$ cat config.mk
export PLATFORM = sky130hd
export DESIGN_NAME = sha256_padder_flat
export DESIGN_NICKNAME = d
export VERILOG_FILES = /design/src/rtl/sha256_pkg.sv /design/src/rtl/sha256_padder_if.sv /design/src/rtl/sha256_byte_packer.sv /design/src/rtl/sha256_padder.sv /design/src/flat_wrapper.sv
export SDC_FILE = /design/constraint.sdc
export NUM_CORES = 1
export LEC_CHECK = 0
export CAP_MARGIN = 20
export CORE_ASPECT_RATIO = 0.5
export CORE_MARGIN = 5
export CORE_UTILIZATION = 55
export DETAILED_ROUTE_END_ITERATION = 10
export PLACE_DENSITY_LB_ADDON = 0.3
export SKIP_CTS_REPAIR_TIMING = 1
export SLEW_MARGIN = 20
export SYNTH_ARGS = -nofsm -noshare
export SYNTH_HDL_FRONTEND = slang
export SYNTH_SLANG_ARGS = --single-unit
export TNS_END_PERCENT = 1
$ cat constraint.sdc
create_clock -name clk -period 3.4 [get_ports clk]
set_input_delay 0.68 -clock clk [delete_from_list [all_inputs] [get_ports clk]]
set_output_delay 0.68 -clock clk [all_outputs]
set_load 0.005 [all_outputs]
$ cat src/rtl/sha256_pkg.sv
// Shared types and constants for the SHA-256 message padder.
package sha256_pkg;

  typedef enum logic [2:0] {
    DATA,
    PAD80,
    ZERO,
    LENHI,
    LENLO
  } state_t;

  localparam logic [7:0] PAD_BYTE        = 8'h80;
  localparam int         WORDS_PER_BLOCK = 16;
  localparam logic [3:0] LEN_HI_IDX      = 4'd14;
  localparam logic [3:0] LEN_LO_IDX      = 4'd15;

endpackage

$ cat src/rtl/sha256_padder_if.sv
// Byte-input / word-output bus between the message source, the padder and the SHA-256 core.
interface sha256_padder_if;
  logic [7:0]  in_data;
  logic        in_valid;
  logic        in_last;
  logic        in_ready;
  logic [31:0] w_data;
  logic        w_valid;
  logic        w_ready;
  logic [3:0]  w_idx;
  logic        w_block_last;
  logic        w_msg_last;
  logic        busy;

  modport master (
    output in_data, in_valid, in_last, w_ready,
    input  in_ready, w_data, w_valid, w_idx, w_block_last, w_msg_last, busy
  );

  modport slave (
    input  in_data, in_valid, in_last, w_ready,
    output in_ready, w_data, w_valid, w_idx, w_block_last, w_msg_last, busy
  );
endinterface

$ cat src/rtl/sha256_byte_packer.sv
// Assembles accepted bytes big-endian into 32-bit words, inserting 0x80 after a short final word.
module sha256_byte_packer
  import sha256_pkg::*;
(
  input  logic        clk,
  input  logic        rst_n,
  input  logic        i_clear,
  input  logic        i_accept,
  input  logic [7:0]  i_data,
  input  logic        i_last,
  output logic [31:0] o_word,
  output logic        o_emit,
  output logic        o_full_last
);

  logic [31:0] r_acc;
  logic [1:0]  r_pos;
  logic [31:0] w_word;

  // Lanes below the current byte are always zero in r_acc, so only the pad lane needs writing.
  always_comb begin
    w_word = r_acc;
    case (r_pos)
      2'd0: begin
        w_word[31:24] = i_data;
        if (i_last) w_word[23:16] = PAD_BYTE;
      end
      2'd1: begin
        w_word[23:16] = i_data;
        if (i_last) w_word[15:8] = PAD_BYTE;
      end
      2'd2: begin
        w_word[15:8] = i_data;
        if (i_last) w_word[7:0] = PAD_BYTE;
      end
      default: w_word[7:0] = i_data;
    endcase
  end

  assign o_word      = w_word;
  assign o_emit      = i_accept && ((r_pos == 2'd3) || i_last);
  assign o_full_last = i_accept && i_last && (r_pos == 2'd3);

  always_ff @(posedge clk or negedge rst_n) begin
    if (!rst_n) begin
      r_acc <= '0;
      r_pos <= '0;
    end else if (i_clear) begin
      r_acc <= '0;
      r_pos <= '0;
    end else if (i_accept) begin
      if (o_emit) begin
        r_acc <= '0;
        r_pos <= '0;
      end else begin
        r_acc <= w_word;
        r_pos <= r_pos + 2'd1;
      end
    end
  end

endmodule

$ cat src/rtl/sha256_padder.sv
// SHA-256 message padder: byte stream in, 16-word padded blocks out with 64-bit bit length trailer.
module sha256_padder
  import sha256_pkg::*;
#(
  parameter int unsigned LEN_W = 32
) (
  input  logic            clk,
  input  logic            rst_n,
  input  logic            clear,
  sha256_padder_if.slave  bus
);

  state_t            r_state;
  logic [LEN_W-1:0]  r_byte_cnt;
  logic [3:0]        r_idx;
  logic              r_wvalid;
  logic [31:0]       r_wdata;
  logic              r_block_last;
  logic              r_msg_last;

  logic              w_accept;
  logic              w_hs;
  logic              w_slot;
  logic [3:0]        w_nidx;
  state_t            w_pad_next;
  logic [63:0]       w_bitlen;
  logic [31:0]       w_pk_word;
  logic              w_pk_emit;
  logic              w_pk_full_last;

  assign bus.in_ready     = (r_state == DATA) && !r_wvalid;
  assign bus.w_data       = r_wdata;
  assign bus.w_valid      = r_wvalid;
  assign bus.w_idx        = r_idx;
  assign bus.w_block_last = r_block_last;
  assign bus.w_msg_last   = r_msg_last;
  assign bus.busy         = (r_state != DATA) || (r_byte_cnt != '0) || r_wvalid;

  assign w_accept = bus.in_valid && bus.in_ready;
  assign w_hs     = r_wvalid && bus.w_ready;
  assign w_slot   = !r_wvalid || w_hs;
  assign w_nidx   = w_hs ? r_idx + 4'd1 : r_idx;
  assign w_bitlen = 64'({r_byte_cnt, 3'b000});

  // Deciding ZERO vs LENHI at emission time keeps pad words back to back with no idle cycle.
  assign w_pad_next = ((w_nidx + 4'd1) == LEN_HI_IDX) ? LENHI : ZERO;

  sha256_byte_packer u_packer (
    .clk         (clk),
    .rst_n       (rst_n),
    .i_clear     (clear),
    .i_accept    (w_accept),
    .i_data      (bus.in_data),
    .i_last      (bus.in_last),
    .o_word      (w_pk_word),
    .o_emit      (w_pk_emit),
    .o_full_last (w_pk_full_last)
  );

  always_ff @(posedge clk or negedge rst_n) begin
    if (!rst_n) begin
      r_state      <= DATA;
      r_byte_cnt   <= '0;
      r_idx        <= '0;
      r_wvalid     <= 1'b0;
      r_wdata      <= '0;
      r_block_last <= 1'b0;
      r_msg_last   <= 1'b0;
    end else if (clear) begin
      r_state      <= DATA;
      r_byte_cnt   <= '0;
      r_idx        <= '0;
      r_wvalid     <= 1'b0;
      r_wdata      <= '0;
      r_block_last <= 1'b0;
      r_msg_last   <= 1'b0;
    end else begin
      if (w_hs) begin
        r_idx        <= r_idx + 4'd1;
        r_wvalid     <= 1'b0;
        r_block_last <= 1'b0;
        r_msg_last   <= 1'b0;
      end
      case (r_state)
        DATA: begin
          if (w_accept) begin
            r_byte_cnt <= r_byte_cnt + LEN_W'(1);
            if (bus.in_last) r_state <= w_pk_full_last ? PAD80 : w_pad_next;
          end
          if (w_pk_emit) begin
            r_wvalid     <= 1'b1;
            r_wdata      <= w_pk_word;
            r_block_last <= (w_nidx == LEN_LO_IDX);
            r_msg_last   <= 1'b0;
          end
        end
        PAD80: if (w_slot) begin
          r_wvalid     <= 1'b1;
          r_wdata      <= {PAD_BYTE, 24'h0};
          r_block_last <= (w_nidx == LEN_LO_IDX);
          r_msg_last   <= 1'b0;
          r_state      <= w_pad_next;
        end
        ZERO: if (w_slot) begin
          r_wvalid     <= 1'b1;
          r_wdata      <= '0;
          r_block_last <= (w_nidx == LEN_LO_IDX);
          r_msg_last   <= 1'b0;
          r_state      <= w_pad_next;
        end
        LENHI: if (w_slot) begin
          r_wvalid     <= 1'b1;
          r_wdata      <= w_bitlen[63:32];
          r_block_last <= 1'b0;
          r_msg_last   <= 1'b0;
          r_state      <= LENLO;
        end
        LENLO: if (w_slot) begin
          r_wvalid     <= 1'b1;
          r_wdata      <= w_bitlen[31:0];
          r_block_last <= 1'b1;
          r_msg_last   <= 1'b1;
          r_byte_cnt   <= '0;
          r_state      <= DATA;
        end
        default: r_state <= DATA;
      endcase
    end
  end

endmodule

$ cat src/flat_wrapper.sv
// flat-port wrapper written by rule: the top's interface ports become plain ports
module sha256_padder_flat import sha256_pkg::*;
#(
  parameter int unsigned LEN_W = 32
)
  (clk, rst_n, clear, bus_in_data, bus_in_valid, bus_in_last, bus_w_ready, bus_in_ready, bus_w_data, bus_w_valid, bus_w_idx, bus_w_block_last, bus_w_msg_last, bus_busy);
  sha256_padder_if bus_i ();
  input  logic clk;
  input  logic rst_n;
  input  logic clear;
  input wire logic [$bits(bus_i.in_data)-1:0] bus_in_data;
  input wire logic [$bits(bus_i.in_valid)-1:0] bus_in_valid;
  input wire logic [$bits(bus_i.in_last)-1:0] bus_in_last;
  input wire logic [$bits(bus_i.w_ready)-1:0] bus_w_ready;
  output wire logic [$bits(bus_i.in_ready)-1:0] bus_in_ready;
  output wire logic [$bits(bus_i.w_data)-1:0] bus_w_data;
  output wire logic [$bits(bus_i.w_valid)-1:0] bus_w_valid;
  output wire logic [$bits(bus_i.w_idx)-1:0] bus_w_idx;
  output wire logic [$bits(bus_i.w_block_last)-1:0] bus_w_block_last;
  output wire logic [$bits(bus_i.w_msg_last)-1:0] bus_w_msg_last;
  output wire logic [$bits(bus_i.busy)-1:0] bus_busy;
  assign bus_i.in_data = bus_in_data;
  assign bus_i.in_valid = bus_in_valid;
  assign bus_i.in_last = bus_in_last;
  assign bus_i.w_ready = bus_w_ready;
  assign bus_in_ready = bus_i.in_ready;
  assign bus_w_data = bus_i.w_data;
  assign bus_w_valid = bus_i.w_valid;
  assign bus_w_idx = bus_i.w_idx;
  assign bus_w_block_last = bus_i.w_block_last;
  assign bus_w_msg_last = bus_i.w_msg_last;
  assign bus_busy = bus_i.busy;
  sha256_padder #(.LEN_W(LEN_W)) u_core (.clk(clk), .rst_n(rst_n), .clear(clear), .bus(bus_i));
endmodule
Word level (Yosys, flattened, before mapping)
Cells that the tools add are included.
{"block": "classes", "n_addsub": 4, "multipliers": 0, "n_div": 0, "order_cmp": 0, "n_eq_ne": 17, "n_shift": 0, "n_mux": 52, "bitwise": 0, "n_reduce_logical": 25}
{"cell": "two-way mux 32 bit", "n": 11}
{"cell": "case mux 32 bit (5 select lines)", "n": 1}
{"cell": "case mux 32 bit (2 select lines)", "n": 1}
{"cell": "case mux 8 bit (2 select lines)", "n": 3}
{"cell": "adder 32 x 1 -> 32 bit, second input constant", "n": 1}
{"cell": "two-way mux 8 bit", "n": 4}
{"cell": "nonzero test 32 bit", "n": 1}
{"cell": "two-way mux 3 bit", "n": 7}
{"cell": "two-way mux 1 bit", "n": 16}
{"cell": "!= test 3 x 2 -> 1 bit, second input constant", "n": 4}
{"cell": "case mux 3 bit (4 select lines)", "n": 1}
{"cell": "!= test 3 bit, second input constant", "n": 3}
{"cell": "adder 4 x 1 -> 4 bit, second input constant", "n": 2}
{"cell": "equality test 4 bit, second input constant", "n": 2}
{"cell": "two-way mux 4 bit", "n": 2}
{"cell": "equality test 3 x 2 -> 1 bit, second input constant", "n": 2}
{"cell": "logical AND 1 bit", "n": 6}
{"cell": "two-way mux 2 bit", "n": 3}
{"cell": "AND reduction 6 bit", "n": 1}
{"cell": "nonzero test 3 bit", "n": 2}
{"cell": "nonzero test 6 bit", "n": 1}
{"cell": "AND reduction 5 bit", "n": 1}
{"cell": "equality test 2 bit, second input constant", "n": 2}
{"cell": "logical OR 1 bit", "n": 4}
{"cell": "other kinds (16)", "n": 17}
{"block": "totals", "register_bits": 108, "latch_bits": 0, "ram_bits": 0, "romBits": 0, "out_inout_bits": 41, "n_memories": 0}

Logic depth before layout (Yosys ltp)
{"block": "depth", "word_depth": 10, "mapped_depth": 9}

Cells and area by module
From an unflattened synthesis, not the netlist that was laid out.
{"block": "unflattened", "hier_cells": 734, "area_unflattened_um2": 6364.9}
{"module": "sha256_padder", "instances": 1, "cells_each": 589, "area_per_inst_um2": 4635.7}
{"module": "sha256_byte_packer", "instances": 1, "cells_each": 145, "area_per_inst_um2": 1729.2}

Worst setup path before layout
OpenSTA, ideal clock, no wires.
{"block": "synth_timing", "kind": "input-to-reg", "start": "input bus_in_last", "end": "register u_core.r_wdata[0] (netlist: u_core.bus.w_data[0])", "arrival_ns": 1.974, "t_required_ns": 3.335, "setup_slack_ns": 1.361, "path_stages": 6, "n_path_buf": 1, "cell_sequence": "clkbuf_1 > nand2b_1 > a21oi_1 > a221oi_1 > a2111oi_0 > a21o_1"}
{"block": "synth_between", "elab_chain_cells": 5, "word_cells_on_any_way": 9, "classes_between": "eq/ne (1); mux (5); reduce/logical (3)"}
{"item": "from (decl)", "line": "flat_wrapper.sv:13", "rtl": "input wire logic [$bits(bus_i.in_last)-1:0] bus_in_last;"}
{"item": "two-way mux 8 bit", "line": "sha256_byte_packer.sv:34", "rtl": "if (i_last) w_word[7:0] = PAD_BYTE;"}
{"item": "case mux 8 bit (2 select lines)", "line": "sha256_byte_packer.sv:23", "rtl": "case (r_pos)"}
{"item": "two-way mux 32 bit", "line": "sha256_padder.sv:90", "rtl": "if (w_pk_emit) begin"}
{"item": "case mux 32 bit (5 select lines)", "line": "sha256_padder.sv:84", "rtl": "case (r_state)"}
{"item": "two-way mux 32 bit", "line": "sha256_padder.sv:69", "rtl": "end else if (clear) begin"}
{"item": "to (signal assigned)", "line": "sha256_padder.sv:92", "rtl": "r_wdata <= w_pk_word;"}
{"item": "to (signal assigned)", "line": "sha256_padder.sv:99", "rtl": "r_wdata <= {PAD_BYTE, 24'h0};"}
{"item": "to (signal assigned)", "line": "sha256_padder.sv:113", "rtl": "r_wdata <= w_bitlen[63:32];"}
{"item": "to (decl)", "line": "sha256_padder.sv:17", "rtl": "logic [31:0] r_wdata;"}
Several ways; a longest one is shown, not always the timed one. The select of a mux whose other input is x is not followed.
A chain may end at the register's enable or synchronous reset.

Final worst setup path
{"block": "layout_timing", "start": "register u_core.r_byte_cnt[0]", "end": "output bus_busy"}
{"block": "layout_between", "elab_chain_cells": 3}
{"item": "from (decl)", "line": "sha256_padder.sv:14", "rtl": "logic [LEN_W-1:0] r_byte_cnt;"}
{"item": "from (signal assigned)", "line": "sha256_padder.sv:87", "rtl": "r_byte_cnt <= r_byte_cnt + LEN_W'(1);"}
{"item": "nonzero test 32 bit", "line": "sha256_padder.sv:37", "rtl": "assign bus.busy = (r_state != DATA) || (r_byte_cnt != '0) || r_wvalid;"}
{"item": "logical OR 1 bit (2 in a row)", "line": "sha256_padder.sv:37"}
{"item": "to (decl)", "line": "flat_wrapper.sv:21", "rtl": "output wire logic [$bits(bus_i.busy)-1:0] bus_busy;"}
Every way passes these cells.

==> flow_summary_export.csv <==
group,metric,value,unit
clock_network,clk_pin_slew_worst_paths,70,ps
floorplan,die_y,83.67,um
floorplan,initial_core_util,57.34,%
worst_setup_path,r2r_slack,700,ps
global_route,met1_usage,40.37,%
layout,final_nets,702,
floorplan,io_pins,55,
timing,fin_crit_sh,89.31,%
layout,drive_gt1_share,7.434,%
clock_network,h-tree-depth,3,
flow_run,maxCapViolCount,0,
worst_setup_path,critical_path.max_fanout,7,
clock_network,clockBufferDepth,2,
worst_setup_path,arrival,2360,ps
synthesis,ys_ff_latch,108,
synthesis,syn_area_per_cell,9.198,sq um
worst_hold_path,min_path_type,"in2async",
global_route,gr-total-overflow,0,
timing,relSlewSlack,34.93,%
global_route,busiest_layer,"met1",
worst_setup_path,cp.required,2720,ps
floorplan,dieArea,13160,sq um
detailed_routing,routedWlPerCell,21.01,um
worst_setup_path,cp-start-kind,"flop",
detailed_routing,vias_per_cell,6.628,
worst_setup_path,critPathMaxStageDelay,510,ps
timing,rsz0062_at_grt,"false",
floorplan,dieWidth,157.3,um
layout,num_antenna_cells,0,
clock_network,cts.sinks,108,
clock_network,clock_latency,360,ps
power_and_ir_drop,irDropWorstVdd,231.0,uV
clock_network,cts_tree,"yes",
placement,gp_congestion,0.9834,
synthesis,synth_seq_area_share,45.27,%
run_status,run_status,"complete, no violations",
power_and_ir_drop,powerDensity,405.6,nW/um^2
worst_setup_path,criticalPathCategory,"reg2out",
worst_setup_path,cp_slowest_cell,"dfrtp_1",
worst_setup_path,crit_family,"simple AND/OR/NAND/NOR gates",
layout,nFillCells,834,
layout,syn_to_final_growth,15.30,%
placement,hpwl,12040,um
power_and_ir_drop,power_leakage,2.922,nW
worst_setup_path,rr_worst_depth,7,
detailed_routing,dr.pass1.iters,5,
global_route,grt_use_total,26.63,%
power_and_ir_drop,p_total,2.792,mW
synthesis,yosysWarnings,0,
worst_setup_path,r2r-start,"u_core.u_packer.r_pos[0]$_DFFE_PN0P_",
global_route,antenna_found_initial,0,
detailed_routing,drt_iter0_drc,897,
worst_setup_path,end_kind,"output port",
worst_setup_path,worstReg2RegEnd,"u_core.bus.w_data[2]$_DFFE_PN0P_",
clock_network,numCtsBuffers,9,
worst_setup_path,worstPathCellList,"inv_1 -> ha_1 -> nor4b_1 -> nand4_1 -> nor2_1 -> nand2_1 -> clkdlybuf4s50_1",
synthesis,yosysUniqueCellTypes,62,
detailed_routing,drc,0,
placement,io_buffers,54,
layout,final_util,66.12,%
worst_setup_path,cp.buffers_inverters,2,
detailed_routing,vias,5475,
placement,dp_slack,514.1,ps
synthesis,synth_ff_type,"dfrtp_1",
global_route,grt_max_degree,73,
synthesis,synth_edf_count,0,
timing,final-hold-violation-count,0,
timing,whs,457.7,ps
detailed_routing,ant_nets,0,
timing,fmax,329.3,MHz
timing,timing.final.ws_setup,363.5,ps
floorplan,rows,26,
synthesis,syn_inst,649,
synthesis,async_reset_ff_share,100.0,%
timing,period_minus_slack,3036,ps
timing,finClkSkew,7.787,ps
synthesis,synth_nets,670,
global_route,grt_pass1_vias,5056,
clock_network,root_buffer,"clkbuf_16",
synthesis,synth_area,5969,sq um
global_route,grt_first_pass_wirelength,27610,um
floorplan,core_area,10410,sq um
timing,slew_viol_final,0,
timing,worst_pin_slew,968.6,ps
detailed_routing,drt_wl_total,17360,um
timing,fin_tns_setup,0,ps
timing,setup_violations,0,
global_route,grt_use_met2,37.24,%
global_route,use_met3,7.043,%
metal layers:
metal	vias up	wire length [um]
li1	2467	-
met1	2612	7575
met2	358	7369
met3	38	2087
met4	0	323
met5	-	0
stage by stage:
step	cell area [sq um]	cells
2_1_floorplan	5969	649
3_3_place_gp	6600	810
3_5_place_dp	6600	810
4_1_cts	6883	826
5_1_grt	6883	826
6_report	6883	826
worst max path at each step:
stage                                                 from                                to  slack, ps  depth (start not counted)
after floorplan                                bus_in_last  u_core.bus.w_data[0]$_DFFE_PN0P_       1360                          6
after global placement                         bus_in_last  u_core.bus.w_data[2]$_DFFE_PN0P_        540                          7
after detailed placement                       bus_in_last  u_core.bus.w_data[2]$_DFFE_PN0P_        510                          7
after CTS                 u_core.r_byte_cnt[0]$_DFFE_PN0P_                          bus_busy        410                          7
after global routing      u_core.r_byte_cnt[0]$_DFFE_PN0P_                          bus_busy        250                          7
final                     u_core.r_byte_cnt[0]$_DFFE_PN0P_                          bus_busy        360                          7
state kept, by name (all words and copies together) (netlist names):
name	cells
u_core.bus.w_valid	1
u_core.bus.w_msg_last	1
u_core.bus.w_idx	4
u_core.bus.w_block_last	1
u_core.u_packer.r_acc	32
u_core.u_packer.r_pos	2
u_core.bus.w_data	32
u_core.r_state	3
u_core.r_byte_cnt	32
area by class of cell:
cell class	instances	area, sq um	share of cell area [%]
well taps	140	175.2	2.545
clock inverters	7	57.56	0.8362
repair buffers	70	665.6	9.671
flip-flops and latches	108	2703	39.27
inverters	13	48.80	0.7090
clock buffers	9	225.2	3.272
multi-input cells	479	3008	43.70
where the power goes:
group	internal, mW	total [mW]	switching [mW]
sequential	1.32	1.35	0.0378
combinational	0.167	0.418	0.251
clock	0.507	1.02	0.513
total	1.99	2.79	0.801
logic make-up (layout without fill, tap and decap cells):
kind of cell             after synthesis  after routing  share of synthesized area [%]
AO/OA/AOI/OAI                        222            222                          24.80
XOR/XNOR                              12             12                          1.761
AND/OR/NAND/NOR                      222            222                          19.39
adder cells (fa/ha/maj)                7              7                          1.467
flip-flops                           108            108                          45.27
multiplexers                          16             16                          2.725
buffers and inverters                 62             99                          4.590
cells in the mapped netlist (3+ instances only):
| master | instances | share of area, % |
|---|---|---|
| dfrtp_1 | 108 | 45 |
| nand2_1 | 63 | 4.0 |
| o21ai_0 | 53 | 4.4 |
| nor2_1 | 52 | 3.3 |
| a21oi_1 | 45 | 3.8 |
| clkbuf_1 | 26 | 1.6 |
| a22o_1 | 22 | 3.2 |
| nand4_1 | 19 | 2.0 |
| nand3_1 | 16 | 1.3 |
| nor3_1 | 15 | 1.3 |
| mux2i_1 | 14 | 2.3 |
| inv_1 | 13 | 0.82 |
| a211oi_1 | 11 | 1.4 |
| buf_2 | 11 | 0.92 |
| o31ai_1 | 11 | 1.4 |
| a21o_1 | 10 | 1.3 |
| a31oi_1 | 10 | 1.0 |
| and2_1 | 10 | 1.0 |
| and3_1 | 9 | 0.94 |
| xor2_1 | 9 | 1.3 |
| a22oi_1 | 8 | 1.0 |
| a2bb2oi_1 | 8 | 1.2 |
| a221o_1 | 7 | 1.2 |
| a221oi_1 | 7 | 1.0 |
| ha_1 | 7 | 1.5 |
| o41ai_1 | 7 | 1.0 |
| nor4_1 | 6 | 0.63 |
| buf_1 | 5 | 0.31 |
| buf_4 | 5 | 0.63 |
| nand2b_1 | 5 | 0.52 |
| o21ai_1 | 5 | 0.42 |
| o22ai_1 | 5 | 0.52 |
| or3_1 | 4 | 0.42 |
| a2111oi_0 | 3 | 0.44 |
| nand3b_1 | 3 | 0.38 |
| nor2b_1 | 3 | 0.31 |
| xnor2_1 | 3 | 0.44 |
placed cells by master, fill, tap and decap left out, drive strengths merged, types with 8 or more instances in the layout:
master	netlist	layout
nand3	16	16
a31oi	10	10
o31ai	11	11
and3	9	9
a21o	10	10
clkbuf	27	9
clkdlybuf4s50	0	52
xor2	9	9
a2bb2oi	8	8
mux2i	14	14
nand2	63	63
nand4	20	20
and2	10	10
nor2	53	53
a22oi	8	8
buf	22	18
nor4	10	10
a21oi	45	45
dfrtp	108	108
inv	13	16
a22o	22	22
nor3	17	17
o21ai	58	58
a211oi	12	12
Note: power is estimated with default switching activity, not from simulation.
